### config.mk
export PLATFORM = sky130hd
export DESIGN_NAME = fifo_word_serializer
export DESIGN_NICKNAME = d
export VERILOG_FILES = /design/src/rtl/sync_fifo_pkg.sv /design/src/rtl/fifo_word_serializer.sv
export SDC_FILE = /design/constraint.sdc
export NUM_CORES = 1
export LEC_CHECK = 0
export ABC_AREA = 1
export BUFFER_PORTS_ARGS = -buffer_cell sky130_fd_sc_hd__buf_2
export CORE_MARGIN = 4
export CORE_UTILIZATION = 34
export DETAILED_ROUTE_END_ITERATION = 8
export PLACE_DENSITY = 0.56
export SLEW_MARGIN = 20
export SYNTH_ARGS = -nofsm -noshare
export SYNTH_HDL_FRONTEND = slang
export SYNTH_SLANG_ARGS = --single-unit
### constraint.sdc
create_clock -name clk_i -period 1.9 [get_ports clk_i]
set_input_delay 0.57 -clock clk_i [delete_from_list [all_inputs] [get_ports clk_i]]
set_output_delay 0.57 -clock clk_i [all_outputs]
set_load 0.05 [all_outputs]
### src/rtl/sync_fifo_pkg.sv
// Shared widths and helpers for the FIFO word serializer.
package sync_fifo_pkg;

  localparam int DATA_WIDTH = 32;
  localparam int OUT_WIDTH  = 8;

  function automatic int ratio(input int data_w, input int out_w);
    return data_w / out_w;
  endfunction

  localparam int BEAT_CNT_W = $clog2(ratio(DATA_WIDTH, OUT_WIDTH));

  typedef logic [OUT_WIDTH-1:0] beat_t;

endpackage

### src/rtl/fifo_word_serializer.sv
// Drains a standard-mode FIFO and splits each word into a valid/ready beat stream.
// Define SERIALIZER_MSB_FIRST_EN to emit the most-significant slice first.
module fifo_word_serializer #(
  parameter int DATA_WIDTH = sync_fifo_pkg::DATA_WIDTH,
  parameter int OUT_WIDTH  = sync_fifo_pkg::OUT_WIDTH
) (
  input  logic                  clk_i,
  input  logic                  rst_n_i,
  input  logic                  fifo_empty_i,
  output logic                  fifo_rd_o,
  input  logic [DATA_WIDTH-1:0] fifo_rd_data_i,
  output logic [OUT_WIDTH-1:0]  out_data_o,
  output logic                  out_valid_o,
  input  logic                  out_ready_i,
  output logic                  out_last_o
);

  import sync_fifo_pkg::*;

  localparam int RATIO = ratio(DATA_WIDTH, OUT_WIDTH);
  localparam int CNT_W = (RATIO > 1) ? $clog2(RATIO) : 1;

  if ((DATA_WIDTH % OUT_WIDTH) != 0 || RATIO < 2) begin : g_bad_ratio
    $error("fifo_word_serializer: DATA_WIDTH must be a multiple (>=2x) of OUT_WIDTH");
  end

  logic [DATA_WIDTH-1:0] sr;
  logic [DATA_WIDTH-1:0] pf;
  logic                  sr_valid;
  logic                  pf_valid;
  logic                  rd_pend;
  logic                  started;
  logic [CNT_W-1:0]      beat_cnt;

  logic xfer;
  logic last_beat;
  logic sr_done;
  logic sr_free;

  assign xfer      = sr_valid && out_ready_i;
  assign last_beat = (beat_cnt == CNT_W'(RATIO - 1));
  assign sr_done   = xfer && last_beat;
  assign sr_free   = !sr_valid || sr_done;

  // Only held words count toward occupancy; rd_pend blocks back-to-back reads
  // so an in-flight word always has a free slot waiting for it.
  assign fifo_rd_o = started && !fifo_empty_i && !rd_pend &&
                     (({1'b0, sr_valid} + {1'b0, pf_valid}) < 2'd2);

  always_ff @(posedge clk_i or negedge rst_n_i) begin
    if (!rst_n_i) begin
      sr       <= '0;
      pf       <= '0;
      sr_valid <= 1'b0;
      pf_valid <= 1'b0;
      rd_pend  <= 1'b0;
      started  <= 1'b0;
      beat_cnt <= '0;
    end else begin
      started <= 1'b1;
      rd_pend <= fifo_rd_o;

      if (sr_done) begin
        beat_cnt <= '0;
        if (pf_valid) begin
          sr       <= pf;
          pf_valid <= 1'b0;
        end else if (!rd_pend) begin
          sr_valid <= 1'b0;
        end
      end else if (xfer) begin
        beat_cnt <= beat_cnt + CNT_W'(1);
      end

      // Returning read data goes straight to SR when it is (about to be) free.
      if (rd_pend) begin
        if (sr_free && !pf_valid) begin
          sr       <= fifo_rd_data_i;
          sr_valid <= 1'b1;
          beat_cnt <= '0;
        end else begin
          pf       <= fifo_rd_data_i;
          pf_valid <= 1'b1;
        end
      end
    end
  end

  always_comb begin
    out_data_o = '0;
`ifdef SERIALIZER_MSB_FIRST_EN
    out_data_o = sr[(RATIO - 1 - int'(beat_cnt)) * OUT_WIDTH +: OUT_WIDTH];
`else
    out_data_o = sr[int'(beat_cnt) * OUT_WIDTH +: OUT_WIDTH];
`endif
  end

  assign out_valid_o = sr_valid;
  assign out_last_o  = sr_valid && last_beat;

endmodule

==> impl_metrics.env <==
export IMPL_grt_overflow=0
export IMPL_ios=47
export IMPL_switching_share_pct=47.29
export IMPL_p_leak_nw=2.603
export IMPL_crit_top_cell="buf_6"
export IMPL_crit_type="flip-flop to output port"
export IMPL_crit_chain="inv_2, buf_6, nor2_2, o22ai_4, buf_6"
export IMPL_cp_max_fo=8
export IMPL_max_freq_mhz=492.3
export IMPL_failed_checks="negative setup slack"
export IMPL_ys_seq_area_share_pct=46.19
export IMPL_busiest_layer="met2"
export IMPL_die_area_mm2=0.01291
export IMPL_place_ws_ns=-0.02144
export IMPL_vias_per_cell=4.790
export IMPL_multiInputGateArea_mm2=0.002063
export IMPL_reg2reg_to="pf[24]$_DFFE_PN0P_"
export IMPL_finalWirelength_mm=11.19
export IMPL_dr_first_iter_drc_count=213
export IMPL_grt_max_degree=71
export IMPL_htreeDepth=3
export IMPL_p_int_mw=4.699
export IMPL_layout_commonest_cell="nand2_1"
export IMPL_worst_slack_ns=-0.1314
export IMPL_dr_pass1_iters=4
export IMPL_cts_buffers=9
export IMPL_path_buf_inv=3
export IMPL_clock_root_buffer="clkbuf_8"
export IMPL_maxCapViolCount=0
export IMPL_synth_distinct_cells=26
export IMPL_yosysWarnings=0
export IMPL_netlist_instances=555
export IMPL_synth_top_cell_area_share_pct=46.19
export IMPL_p_per_area_mw_per_mm2=1857
export IMPL_finalSetupViolCount=9
export IMPL_grtUsageTotal_pct=17.99
export IMPL_core_mm2=0.01089
export IMPL_antenna_found_initial=0
export IMPL_rr_startpoint="beat_cnt[1]$_DFF_PN0_"
export IMPL_min_period_over_period_pct=106.9
export IMPL_hold_path_class="input port to asynchronous set/reset pin"
export IMPL_p_seq_share_pct=31.6
export IMPL_holdBufCountCts=0
export IMPL_clk_pin_slew_ns=0.07
export IMPL_r2r_cells=10
export IMPL_antenna_cells=0
export IMPL_num_rows=38
export IMPL_cts_buffer_depth=2
export IMPL_syn_avg_cell_area_um2=6.833
export IMPL_grt_pass1_wl_mm=18.46
export IMPL_critical_path_top_delay_family="flip-flops"
export IMPL_clock_latency_ns=0.35
export IMPL_p_switching_mw=4.216
export IMPL_wl_per_cell_um=14.81
export IMPL_seqCellArea_mm2=0.001755
export IMPL_syn_nets=592
export IMPL_finalMaxSlewViolations=0
export IMPL_rsz0062_at_grt="yes"
export IMPL_grt_use_met1_pct=23.69
export IMPL_status="finished, violations left"
export IMPL_vias=3621
export IMPL_yosys_area_top_type="dfrtp_1"
export IMPL_grt_pass1_vias=3606
export IMPL_use_met3_pct=3.554
export IMPL_final_cell_mix="nand2_1, dfrtp_1, buf_2"
export IMPL_nFillCells=1124
export IMPL_critPathCaptureType="output port"
export IMPL_drc=0
export IMPL_synth_area_leaders="dfrtp_1, nand2_1, nand3_1"
export IMPL_port_buffers=46
export IMPL_synth_ff_latch_count=70
export IMPL_period_needed_ns=2.031
export IMPL_start_util_pct=34.83
export IMPL_syn2layout_area_growth_pct=26.56
export IMPL_fin_worst_skew_ns=0.009487
export IMPL_die_h_um=113.6
export IMPL_grt_use_met2_pct=30.51
export IMPL_cp_data_required_time_ns=1.33
export IMPL_tritoncts="built"
export IMPL_finalPower_mw=8.915
export IMPL_cp_slowest_stage_delay_ns=0.46
export IMPL_drive_above_1_share_pct=23.38
export IMPL_instances_no_fill=756
export IMPL_comb_power_share_pct=55.5
export IMPL_peakVddDrop_uv=890.9
export IMPL_dp_cells=731
export IMPL_hold_viol=0
export IMPL_syn_cell_area_mm2=0.003792
export IMPL_pwr_share_clk_pct=12.9
export IMPL_final_nets=648
export IMPL_die_w_um=113.6
export IMPL_gp_congestion=0.8303
export IMPL_rrSetupSlack_ns=0.16
export IMPL_clock_sinks=70
export IMPL_drtAntennaViolNets=0
export IMPL_slowest_stage="dfrtp_2"
export IMPL_startpoint_type="flip-flop"
export IMPL_dp_hpwl_mm=7.386
export IMPL_critPathArrivalTime_ns=1.46
==> registers in the layout, summed over array words and instances (netlist names), named ones only <==
register,cells
sr,32
beat_cnt,2
rd_pend,1
started,1
pf,32
pf_valid,1
==> what timing repair did <==
action	CTS	global route
buffers inserted	1	8
gates resized for setup	64	15
pin swaps	7	3
cloned	0	0
endpoints found under the setup margin	10	10
==> synth_stat cells, drive strengths merged <==
master / instances
a21oi: 3
clkbuf: 10
o21ai: 18
ha: 1
nor2: 34
clkinv: 1
nor3: 9
inv: 6
nand2: 339
buf: 21
o211ai: 1
dfrtp: 70
conb: 1
o22ai: 8
nand3: 33
==> logic make-up (layout without fill, tap and decap cells) <==
logic type / Yosys count / count (layout) / synth area share, %
other cells: 1 / 1 / 0.09888
flops: 70 / 70 / 46.19
simple gates: 415 / 415 / 43.62
compound gates: 30 / 30 / 4.586
buf+inv: 38 / 99 / 5.180
fa+ha+maj: 1 / 1 / 0.3299
==> per-stage QoR <==
stage | cell area, um^2 | utilization [%] | TNS, ns | hold slack [ns]
floorplan | 3904 | - | -0.06333 | 0.2744
global placement | 4333 | 39.80 | 0 | 0.4545
detailed placement | 4333 | 39.80 | -0.02144 | 0.4589
CTS | 4676 | 42.94 | -1.020 | 0.2535
global route | 4800 | 44.08 | -1.559 | 0.2563
finish | 4800 | 44.08 | -0.9793 | 0.2238
==> power groups by stage <==
stage	Clock, mW	Combinational, mW	Sequential (mW)
finish	1.15	4.94	2.82
detailed placement	0	4.24	2.76
global route	1.24	5.47	2.90
global placement	0	4.16	2.76
floorplan	0	3.29	2.55
CTS	1.18	4.72	2.80
==> worst reg2reg max path: stages, from the launching register on <==
cell and delay [ns]:
dfrtp_2 0.45, buf_4 0.15, ha_4 0.18, buf_4 0.14, nand3_2 0.07, nand2_1 0.07
nand2_2 0.11, nand2_4 0.13, buf_4 0.22, nand2_1 0.06, nand2_1 0.05
==> worst max path at each step <==
| stage | startpoint | end | cells after the start |
|---|---|---|---|
| global placement | beat_cnt[0]$_DFF_PN0_ | out_data_o[3] | 5 |
| finish | beat_cnt[0]$_DFF_PN0_ | out_data_o[4] | 5 |
| floorplan | beat_cnt[0]$_DFF_PN0_ | out_data_o[1] | 5 |
| detailed placement | beat_cnt[0]$_DFF_PN0_ | out_data_o[3] | 5 |
| global route | beat_cnt[0]$_DFF_PN0_ | out_data_o[4] | 5 |
| CTS | beat_cnt[0]$_DFF_PN0_ | out_data_o[7] | 5 |
==> layout make-up <==
| type | count | area share, % |
|---|---|---|
| multi-input cells | 447 | 42.99 |
| flip-flops and latches | 70 | 36.57 |
| repair buffers | 76 | 12.23 |
| well taps | 140 | 3.650 |
| clock buffers | 13 | 3.519 |
| inverters | 7 | 0.6778 |
| clock inverters | 3 | 0.3650 |
==> per-layer routing <==
metal / vias to the layer above / share of wire (%)
li1: 1828 / -
met5: - / 0
met2: 70 / 48
met1: 1714 / 47
met3: 9 / 4.3
met4: 0 / 0.97
Note: power is estimated with default switching activity, not from simulation.
